--- src/rtl/hilo_acc.sv ---
// HI/LO register pair with an optional two-stage 2W-bit accumulate/subtract pipeline.
// Define HILO_ACC_EN to build the accumulate pipeline; without it modes 100/101 are NOPs.
module hilo_acc #(
  parameter int W = 32
) (
  input  logic         clk,
  input  logic         rst,
  input  logic [2:0]   wmode,
  input  logic [W-1:0] whidata,
  input  logic [W-1:0] wlodata,
  output logic [W-1:0] rhidata,
  output logic [W-1:0] rlodata,
  output logic         rhi_valid
);

  logic [W-1:0] r_hi;
  logic [W-1:0] r_lo;
  logic         w_wr_hi;
  logic         w_wr_lo;

  assign w_wr_hi = (wmode == 3'b001) || (wmode == 3'b011);
  assign w_wr_lo = (wmode == 3'b010) || (wmode == 3'b011);

  assign rhidata = r_hi;
  assign rlodata = r_lo;

`ifdef HILO_ACC_EN
  logic           r_s2_valid;
  logic [W-1:0]   r_s2_b;
  logic           r_s2_c;
  logic           w_acc;
  logic           w_sub;
  logic [2*W-1:0] w_b;
  logic [W:0]     w_losum;

  assign w_acc   = (wmode == 3'b100) || (wmode == 3'b101);
  assign w_sub   = wmode[0];
  assign w_b     = w_sub ? ~{whidata, wlodata} : {whidata, wlodata};
  assign w_losum = {1'b0, r_lo} + {1'b0, w_b[W-1:0]} + {{W{1'b0}}, w_sub};

  // A later HI write in program order overrides any pending high-half update.
  always_ff @(posedge clk) begin
    if (rst) begin
      r_hi       <= '0;
      r_lo       <= '0;
      r_s2_valid <= 1'b0;
      r_s2_b     <= '0;
      r_s2_c     <= 1'b0;
    end else begin
      if (w_wr_hi)
        r_hi <= whidata;
      else if (r_s2_valid)
        r_hi <= r_hi + r_s2_b + {{(W-1){1'b0}}, r_s2_c};
      if (w_wr_lo)
        r_lo <= wlodata;
      else if (w_acc)
        r_lo <= w_losum[W-1:0];
      r_s2_valid <= w_acc;
      if (w_acc) begin
        r_s2_b <= w_b[2*W-1:W];
        r_s2_c <= w_losum[W];
      end
    end
  end

  assign rhi_valid = !r_s2_valid;
`else
  always_ff @(posedge clk) begin
    if (rst) begin
      r_hi <= '0;
      r_lo <= '0;
    end else begin
      if (w_wr_hi)
        r_hi <= whidata;
      if (w_wr_lo)
        r_lo <= wlodata;
    end
  end

  assign rhi_valid = 1'b1;
`endif

endmodule

--- config.mk ---
export PLATFORM = sky130hd
export DESIGN_NAME = hilo_acc
export DESIGN_NICKNAME = d
export VERILOG_FILES = /design/src/rtl/hilo_acc.sv
export SDC_FILE = /design/constraint.sdc
export NUM_CORES = 1
export LEC_CHECK = 0
export CAP_MARGIN = 20
export CORE_MARGIN = 2
export CORE_UTILIZATION = 47
export CTS_CLUSTER_SIZE = 20
export DETAILED_ROUTE_END_ITERATION = 7
export GPL_TIMING_DRIVEN = 0
export HOLD_SLACK_MARGIN = 0.1
export PLACE_DENSITY = 0.83
export SLEW_MARGIN = 20
export SYNTH_ARGS = -nofsm -noshare
export SYNTH_HDL_FRONTEND = slang
export SYNTH_SLANG_ARGS = --single-unit
--- constraint.sdc ---
create_clock -name clk -period 2.6 [get_ports clk]
set_input_delay 0.65 -clock clk [delete_from_list [all_inputs] [get_ports clk]]
set_output_delay 0.65 -clock clk [all_outputs]
set_load 0.05 [all_outputs]
==> key figures <==
Timing
  • FMAX: 455 MHz
  • Hold Vio Cnt, Final: 0
  • Worst Max-Slew Pin Slew: 542 ps
  • Final period util: 0.846
  • Tmin final: 2200 ps
  • Unrepaired setup endpoints after global routing: false
  • Hold WS: 474 ps
  • Final setup vio count: 0
  • Slew HR: 0.638
  • Clock skew: 0 ps
  • Pins Over Slew Limit: 0
  • Setup_tns: 0 ps
  • Setup slack after layout: 400 ps

Drt
  • Via-per-instance ratio: 5.17
  • DRC viols: 0
  • Vias post-DR: 2761
  • DRT Wirelength: 8310 um
  • Wire per inst: 15.6 um
  • Post-route ant nets: 0
  • Drt initial violations: 96
  • First-pass DRT Iterations: 4

Power and ir drop
  • Psw: 0.000716 W
  • Sw Ratio: 0.284
  • Tot Pwr: 0.00252 W
  • Worst VDD drop: 288 uV
  • Sequential cell fraction of total power: 0.419
  • Clock share of power: 0.335
  • Combinational power share: 0.246
  • Cell internal pwr: 0.00181 W
  • Leakage power: 1.76 nW
  • Power per cell area: 507 mW/mm2

Floorplan
  • # IOs: 134
  • Core Footprint: 0.00683 mm2
  • Die Y-Extent: 88.4 um
  • Initial Utilization: 0.490
  • Die Wd: 88.4 um
  • Row cnt: 30
  • DIE AREA: 0.00782 mm2

Global routing
  • Gr usage total: 0.215
  • Largest net degree at the start of global routing: 11
  • Antenna violations before repair: 0
  • Vias in the first global route: 2747
  • Global route overflow: 0
  • First-pass GRT wire length: 13100 um

Setup path
  • CP required: 1950 ps
  • CP Launch Type: flop
  • Slowest stage delay, CP: 850 ps
  • Top delay family on crit path: buffers and inverters
  • Crit-path cells: clkdlybuf4s50_1
  • R2r setup slk: 1980 ps
  • Worst Path Buf+Inv: 1
  • Worst-path fanout max: 2
  • Crit end category: output pin
  • Worst Setup Path Type: reg2out
  • Critical path arrival: 1550 ps
  • CP max stage cell: clkdlybuf4s50_1

Logic synthesis
  • Post-synth cell types: 12
  • Avg Inst Size Synth: 11.4 um2
  • Mapped cell area: 0.00335 mm2
  • FF+latch count, synth: 64
  • Register area share after synthesis: 0.383
  • Mapped Cells: 293
  • Ys Warns: 0
  • Synth Net Count: 362

Clock tree
  • CTS Buf Count: 9
  • # hold bufs at CTS: 0
  • Cells resized by post-CTS repair: 0
  • Setup Fix Bufs, Post-CTS: 0
  • CTS max path bufs: 2
  • CTS tree: yes
  • Number of H-tree levels: 3
  • Clk slew on worst S/H paths: 70 ps
  • Root buffer cell: clkbuf_8
  • Worst skew pair latency: 320 ps
  • Clk sinks: 64

Min path
  • Worst min path class: reg2reg

Place
  • Worst slack at placement: 695 ps
  • RePlAce Congestion: 0.757
  • Post-DP HPWL: 6020 um
  • Buffers added on ports: 131

Outcome
  • Outcome: completed

Final layout
  • Layout fillers: 524
  • Number of diodes: 0
  • Area grow syn2layout: 48.5%
  • Final cell utilization of the core: 0.728
  • Share of cells above drive strength 1: 0.265
  • Fin nets: 504

Job
  • Max-cap violations: 0
==> sequential cells by signal (all words and copies together), names as in the netlist <==
signal,count
rhidata,32
rlodata,32
==> final timing paths <==
| path | endpoint | depth (start not counted) | start |
|---|---|---|---|
| worst max-delay path | rhidata[31] | 1 | rhidata[31]$_SDFFE_PP0P_ |
| worst min-delay path | rlodata[26]$_SDFFE_PP0P_ | 2 | rlodata[26]$_SDFFE_PP0P_ |
| worst max register to register | rhidata[18]$_SDFFE_PP0P_ | 2 | rhidata[18]$_SDFFE_PP0P_ |
| worst min register to register | rlodata[26]$_SDFFE_PP0P_ | 2 | rlodata[26]$_SDFFE_PP0P_ |
==> stage by stage <==
stage / cells / cell area [um2]
detailed placement: 520 / 4780
floorplan: 293 / 3350
global placement: 520 / 4780
CTS: 534 / 4970
finish: 534 / 4970
global route: 534 / 4970
==> cells in the final DEF (no fill, tap or decap) <==
cell type / n
nand2b_1: 61
conb_1: 1
buf_6: 13
buf_2: 14
clkinvlp_4: 1
clkinv_2: 1
bufinv_16: 1
nand4bb_1: 64
clkbuf_8: 11
buf_12: 6
buf_4: 1
o21ai_1: 1
nand2b_4: 3
clkdlybuf4s50_1: 131
dfxtp_1: 64
o21ai_2: 63
and2b_4: 2
==> cells in the mapped netlist <==
cell / count / area [um2]
dfxtp_1: 64 / 1280
nand4bb_1: 64 / 721
o21ai_2: 63 / 552
nand2b_1: 61 / 382
buf_2: 14 / 70.1
buf_6: 13 / 146
buf_12: 6 / 120
nand2b_4: 3 / 41.3
and2b_4: 2 / 20.0
buf_4: 1 / 7.51
conb_1: 1 / 3.75
o21ai_1: 1 / 5.00
==> routing by layer <==
metal  wire (um)  share of wire  global-route usage
met1        3670           0.44               0.270
met2        3860           0.46               0.349
met3         645          0.078              0.0625
met4         132          0.016              0.0854
met5           0              0                   0
==> power by group through the flow <==
stage	logic, W	clock network, W	registers, W
2_1_floorplan	0.000216	0	0.00124
3_3_place_gp	0.000618	0	0.00108
3_5_place_dp	0.000622	0	0.00108
4_1_cts	0.000626	0.000870	0.00106
5_1_grt	0.000653	0.000912	0.00106
6_report	0.000621	0.000846	0.00106
==> logic make-up (layout without fill, tap and decap cells) <==
logic type | Yosys count | after routing | share of synthesized area
flip-flops | 64 | 64 | 0.383
other | 1 | 1 | 0.00112
AND/OR/NAND/NOR | 130 | 130 | 0.347
buffers and inverters | 34 | 179 | 0.103
AO/OA/AOI/OAI | 64 | 64 | 0.166
==> layout make-up <==
| cell class | count | area [um2] | share of cell area |
|---|---|---|---|
| Tap cell | 96 | 120 | 0.0241 |
| Clock inverter | 3 | 42.5 | 0.00855 |
| Buffer | 34 | 344 | 0.0692 |
| Timing Repair Buffer | 131 | 1310 | 0.264 |
| Multi-Input combinational cell | 195 | 1720 | 0.347 |
| Sequential cell | 64 | 1280 | 0.258 |
| Clock buffer | 11 | 151 | 0.0304 |
No activity file was read; power rests on OpenSTA's default activity.
